## src/rtl/dota_pkg.sv

```systemverilog
// Shared types and constants for the digital-OTA comparator decimator.
// Latency: n/a (package only).
// Backpressure: n/a (package only).
// Contents: FSM state type, window length table indexed by win_sel, default result width.
package dota_pkg;

   typedef enum logic [1:0] {
      ST_IDLE  = 2'd0,
      ST_ACCUM = 2'd1,
      ST_DUMP  = 2'd2
   } dota_state_t;

   localparam int RES_W_DEF = 8;

   // Window lengths for win_sel = 0..3 (element [0] is the rightmost).
   localparam logic [3:0][8:0] WIN_LEN_TBL = {9'd256, 9'd128, 9'd64, 9'd32};

   // Sample-counter value reached on the last cycle of a window (N-1).
   function automatic logic [7:0] win_last(input logic [1:0] sel);
      logic [8:0] n;
      n = WIN_LEN_TBL[sel];
      return 8'(n - 9'd1);
   endfunction

endpackage

```

## src/rtl/dota_cmp_cond.sv

```systemverilog
// Conditions the asynchronous comparator bit into a clean clk-domain sample.
// Latency: SYNC_STAGES cycles; one more cycle when DOTA_DEGLITCH_EN is defined.
// Backpressure: none, produces one sample every cycle.
// Ports: clk, rst_n (async active-low), cmp_i (async comparator bit), s_o (conditioned sample).
// Build option: DOTA_DEGLITCH_EN adds a registered 3-sample majority vote that drops one-cycle glitches.
module dota_cmp_cond #(
   parameter int SYNC_STAGES = 2
) (
   input  logic clk,
   input  logic rst_n,
   input  logic cmp_i,
   output logic s_o
);

   // A single flop is not a synchronizer; anything below 2 is built as 2.
   localparam int NS = (SYNC_STAGES < 2) ? 2 : SYNC_STAGES;

   logic [NS-1:0] sync_q;
   logic          sync_out;

   always_ff @(posedge clk or negedge rst_n) begin
      if (!rst_n) begin
         sync_q <= '0;
      end else begin
         sync_q <= {sync_q[NS-2:0], cmp_i};
      end
   end

   assign sync_out = sync_q[NS-1];

`ifdef DOTA_DEGLITCH_EN
   logic [1:0] hist_q;
   logic       maj_q;
   logic       maj_d;

   // Majority of the newest synchronized sample and the two before it.
   always_comb begin
      maj_d = (sync_out & hist_q[0]) | (sync_out & hist_q[1]) | (hist_q[0] & hist_q[1]);
   end

   always_ff @(posedge clk or negedge rst_n) begin
      if (!rst_n) begin
         hist_q <= '0;
         maj_q  <= 1'b0;
      end else begin
         hist_q <= {hist_q[0], sync_out};
         maj_q  <= maj_d;
      end
   end

   assign s_o = maj_q;
`else
   assign s_o = sync_out;
`endif

endmodule

```

## src/rtl/dota_decimator.sv

```systemverilog
// Counts comparator ones over a window of N = 32/64/128/256 samples and reports a saturated result.
// Latency: result and valid appear in the cycle after the Nth sample; one result every N+1 cycles.
// Backpressure: none, valid is a one-cycle pulse that must be captured when it occurs.
// Ports: clk, rst_n (async active-low), cmp_in (async comparator bit), en (run/abort), win_sel (window
//   select), result (ones count), valid (new-result pulse), sat (result clipped), busy (ACCUM or DUMP),
//   cmp_sync (conditioned sample, debug).
// Build option: DOTA_DEGLITCH_EN enables the majority glitch filter inside dota_cmp_cond.
module dota_decimator
   import dota_pkg::*;
#(
   parameter int SYNC_STAGES = 2,
   parameter int RES_W       = RES_W_DEF
) (
   input  logic             clk,
   input  logic             rst_n,
   input  logic             cmp_in,
   input  logic             en,
   input  logic [1:0]       win_sel,
   output logic [RES_W-1:0] result,
   output logic             valid,
   output logic             sat,
   output logic             busy,
   output logic             cmp_sync
);

   localparam logic [RES_W:0] RES_MAX = {1'b0, {RES_W{1'b1}}};
   localparam logic [RES_W:0] ACC_MAX = '1;

   dota_state_t      state_q, state_d;
   logic [7:0]       cnt_q, cnt_d;
   logic [RES_W:0]   acc_q, acc_d;
   logic [1:0]       win_q, win_d;
   logic [RES_W-1:0] result_q, result_d;
   logic             sat_q, sat_d;

   logic             s;
   logic [RES_W:0]   acc_inc;
   logic             last;

   dota_cmp_cond #(
      .SYNC_STAGES (SYNC_STAGES)
   ) u_cmp_cond (
      .clk   (clk),
      .rst_n (rst_n),
      .cmp_i (cmp_in),
      .s_o   (s)
   );

   // One extra bit lets a full 256-sample window reach 256 before clipping; the add
   // still sticks at all-ones so small RES_W values cannot wrap back to a low count.
   assign acc_inc = (acc_q == ACC_MAX) ? acc_q : acc_q + (RES_W+1)'(s);
   assign last    = (cnt_q == win_last(win_q));

   always_comb begin
      state_d  = state_q;
      cnt_d    = cnt_q;
      acc_d    = acc_q;
      win_d    = win_q;
      result_d = result_q;
      sat_d    = sat_q;
      case (state_q)
         ST_IDLE: begin
            cnt_d = '0;
            acc_d = '0;
            if (en) begin
               state_d = ST_ACCUM;
               win_d   = win_sel;
            end
         end
         ST_ACCUM: begin
            if (!en) begin
               // Abort: window discarded, published result left untouched.
               state_d = ST_IDLE;
               cnt_d   = '0;
               acc_d   = '0;
            end else if (last) begin
               state_d = ST_DUMP;
               cnt_d   = '0;
               acc_d   = '0;
               if (acc_inc > RES_MAX) begin
                  result_d = RES_MAX[RES_W-1:0];
                  sat_d    = 1'b1;
               end else begin
                  result_d = acc_inc[RES_W-1:0];
                  sat_d    = 1'b0;
               end
            end else begin
               cnt_d = cnt_q + 8'd1;
               acc_d = acc_inc;
            end
         end
         ST_DUMP: begin
            // The sample arriving during DUMP is dropped.
            cnt_d   = '0;
            acc_d   = '0;
            win_d   = win_sel;
            state_d = en ? ST_ACCUM : ST_IDLE;
         end
         default: begin
            state_d = ST_IDLE;
            cnt_d   = '0;
            acc_d   = '0;
         end
      endcase
   end

   always_ff @(posedge clk or negedge rst_n) begin
      if (!rst_n) begin
         state_q  <= ST_IDLE;
         cnt_q    <= '0;
         acc_q    <= '0;
         win_q    <= '0;
         result_q <= '0;
         sat_q    <= 1'b0;
      end else begin
         state_q  <= state_d;
         cnt_q    <= cnt_d;
         acc_q    <= acc_d;
         win_q    <= win_d;
         result_q <= result_d;
         sat_q    <= sat_d;
      end
   end

   assign result   = result_q;
   assign sat      = sat_q;
   assign valid    = (state_q == ST_DUMP);
   assign busy     = (state_q != ST_IDLE);
   assign cmp_sync = s;

endmodule

```

## config.mk

```make
export PLATFORM = sky130hd
export DESIGN_NAME = dota_decimator
export DESIGN_NICKNAME = d
export VERILOG_FILES = /design/src/rtl/dota_pkg.sv /design/src/rtl/dota_cmp_cond.sv /design/src/rtl/dota_decimator.sv
export SDC_FILE = /design/constraint.sdc
export NUM_CORES = 1
export LEC_CHECK = 0
export ABC_AREA = 0
export CORE_MARGIN = 4
export CORE_UTILIZATION = 54
export CTS_CLUSTER_DIAMETER = 40
export CTS_CLUSTER_SIZE = 28
export DETAILED_ROUTE_END_ITERATION = 12
export PLACE_DENSITY = 0.76
export SETUP_SLACK_MARGIN = 0.5
export SLEW_MARGIN = 10
export SYNTH_ARGS = -nofsm -noshare
export SYNTH_HDL_FRONTEND = slang
export SYNTH_HIERARCHICAL = 1
export SYNTH_SLANG_ARGS = --single-unit
```

## constraint.sdc

```tcl
create_clock -name clk -period 2.3 [get_ports clk]
set_input_delay 0.69 -clock clk [delete_from_list [all_inputs] [get_ports clk]]
set_output_delay 0.69 -clock clk [all_outputs]
set_load 0.02 [all_outputs]
```

==> results.toml <==
[global_route]
grt_pass1_vias = 1020
grt_max_degree = 33
grt_use_total_pct = 18.4
antenna_found_initial = 0
grt_remaining_overflow = 0
grt_first_pass_wirelength_um = 4740

[cts]
clockBufferDepth = 2
cts_tree = "built"
postCtsHoldBufs = 0
cts_max_level = 2
cts_buffers = 5
clk_pin_slew_ps = 90
cts_root_buf = "clkbuf_4"
cts.sinks = 32
clk_latency_ps = 330

[timing]
drv_slew = 0
fin_crit_sh_pct = 80.1
fmax_ghz = 0.543
tns_ps = 0
setup-violations-final = 0
worst_pin_slew_ps = 386
skew_ps = 4.23
min_period_ps = 1840
relSlewSlack_pct = 74.3
final-hold-violation-count = 0
rsz0062_at_grt = "true"

[synth]
yosysTopAreaCellShare_pct = 55.4
synth_fa_ha_area_share_pct = 2.60
muxShareOfSynthArea_pct = 4.33
synth_compound_area_share_pct = 8.66
synthCells = 138
yosys_register_bits = 32
synthXorXnorAreaFrac_pct = 5.45
synth_fp_nets = 147
yosysTopAreaCell = "dfrtp_1"
synth_area_per_cell_sq_um = 10.5
synthSimpleGateAreaFrac_pct = 20.2
ys_seq_area_share_pct = 55.4
synth_top_family_by_area = "simple AND/OR/NAND/NOR gates"
ys_top_cells_by_area = "dfrtp_1 55%, nor2_1 7.3%, a31oi_1 3.9%"
yosysUniqueCellTypes = 30
yosysWarnings = 6
synth_area_sq_um = 1450

[cells_and_area]
fillCellCount = 205
layout-drive-gt1-share_pct = 17.1
regArea_sq_um = 801
final_cell_mix = "32 x dfrtp_1, 28 x nor2_1, 10 x nand2_1, 10 x dlygate4sd2_1, 9 x a31oi_1"
final_common_cell = "dfrtp_1"
n_antenna_cell = 0
multi_input_area_sq_um = 612
utilization_pct = 70.8
syn_to_final_growth_pct = 23.6
nNetsFinal = 178

[floorplanning]
dieArea_sq_um = 3570
core_area_sq_um = 2520
rows = 18
initial_core_util_pct = 57.3
io_pins = 18
die_h_um = 59.7
die_x_um = 59.7

[worst_hold_path]
hold_path.class = "flip-flop to flip-flop"

[route]
first_iter_violations = 66
ant_nets = 0
wl_um = 2750
dr.pass1.iters = 4
drc = 0
viasPerCell = 5.40
num_vias = 1079
wire_per_inst_um = 13.7

[flow_run]
cap_violations = 0

[worst_setup_path]
critPathArrivalTime_ps = 1150
crit_path_start_kind = "flip-flop"
critPathRequiredTime_ps = 1610
end_kind = "output port"
crit_fanout = 3
setup.worst_path.class = "flip-flop to output port"

[pwr]
p_per_area_nw_per_um2 = 626
vdd_drop_max_v = 0.000745
leakage_nw = 0.850

[placed_design]
dp.final_hpwl_um = 1970
io_buffers = 17
place_congestion = 0.803

[outcome]
status = "completed"
## report_power, final
group          switching (mW)  leakage (nW)  total [mW]  internal [mW]
clock network           0.186        0.0422       0.414          0.228
registers              0.0188         0.429       0.598          0.579
logic                  0.0530         0.378       0.107         0.0544
total                   0.258         0.850        1.12          0.861
## per-layer routing
metal | share of wire, % | global-route usage (%) | wire [um]
met4 | 0.87 | 6.65 | 24
met3 | 3.1 | 6.48 | 86
met1 | 44 | 23.3 | 1220
met5 | 0 | 0 | 0
met2 | 52 | 29.0 | 1420
## through the flow
stage                     cells  power (mW)  hold WS (ps)  area, sq um  setup slack [ps]
after CTS                   196        1.12           398         1740               277
final                       200        1.12           385         1790               458
after detailed placement    187       0.700           375         1660               161
after global routing        200        1.18           401         1790               413
after global placement      187       0.695           332         1660               162
after floorplan             138       0.658           331         1450               551
## flip-flops by register name, summed over array words and instances (netlist names)
register           count
state_q                2
sat                    1
win_q                  2
result                 8
u_cmp_cond/sync_q      2
cnt_q                  8
acc_q                  9
## critical path, stage by stage, from the launching register on
cell	delay (ps)
dfrtp_1	420
buf_6	140
nor2b_1	120
buf_4	150
## timing repair
action                     CTS  global route
buffers inserted             1             3
gates resized for setup     21            10
gates cloned                 0             1
setup endpoints to repair   14            11
pin swaps                    0             1
## Yosys cell counts
cell type  number
o21a_1          1
nand2_1        10
ha_1            3
mux2_2          2
o21ai_1         1
nor2_1         28
o21bai_1        1
xnor2_1         5
mux2i_1         4
o211ai_1        1
buf_4           1
o21ai_0         4
a211oi_2        1
o21ai_2         1
nor3_1          3
inv_1           4
and4_1          2
nand4_1         2
buf_8           1
xor2_1          4
or2_2           3
and4b_1         1
dfrtp_1        32
a31oi_1         9
and3_1          1
nor2b_1         3
buf_6           1
nor3b_1         1
nand3_1         6
and2_1          2
## area by class of cell
cell class	count	share of cell area [%]
Clock buffer	6	2.31
Clock inverter	2	1.96
Inverter	4	0.840
Multi-Input combinational cell	99	34.2
Sequential cell	32	44.8
Tap cell	30	2.10
Timing Repair Buffer	27	13.7
## cell families (layout without fill, tap and decap cells)
family                   Yosys count  after routing
adder cells (fa/ha/maj)            3              3
AO/OA/AOI/OAI                     19             19
buffers and inverters              7             39
XOR/XNOR                           9              9
AND/OR/NAND/NOR                   62             62
flip-flops                        32             32
multiplexers                       6              6
## path summary, 6_finish.rpt
| kind | depth (start not counted) | startpoint | slack [ps] | endpoint |
|---|---|---|---|---|
| hold reg to reg | 0 | u_cmp_cond/sync_q[0]$_DFF_PN0_ | 380 | u_cmp_cond/sync_q[1]$_DFF_PN0_ |
| setup / recovery | 3 | state_q[1]$_DFFE_PN0P_ | 460 | valid |
| min in group asynchronous | 2 | rst_n | 750 | u_cmp_cond/sync_q[1]$_DFF_PN0_ |
| setup reg to reg | 5 | cnt_q[5]$_DFF_PN0_ | 640 | result[2]$_DFFE_PN0P_ |
| max in group asynchronous | 2 | rst_n | 1270 | cnt_q[6]$_DFF_PN0_ |
| hold / removal | 0 | u_cmp_cond/sync_q[0]$_DFF_PN0_ | 380 | u_cmp_cond/sync_q[1]$_DFF_PN0_ |
Note: power is estimated with default switching activity, not from simulation.
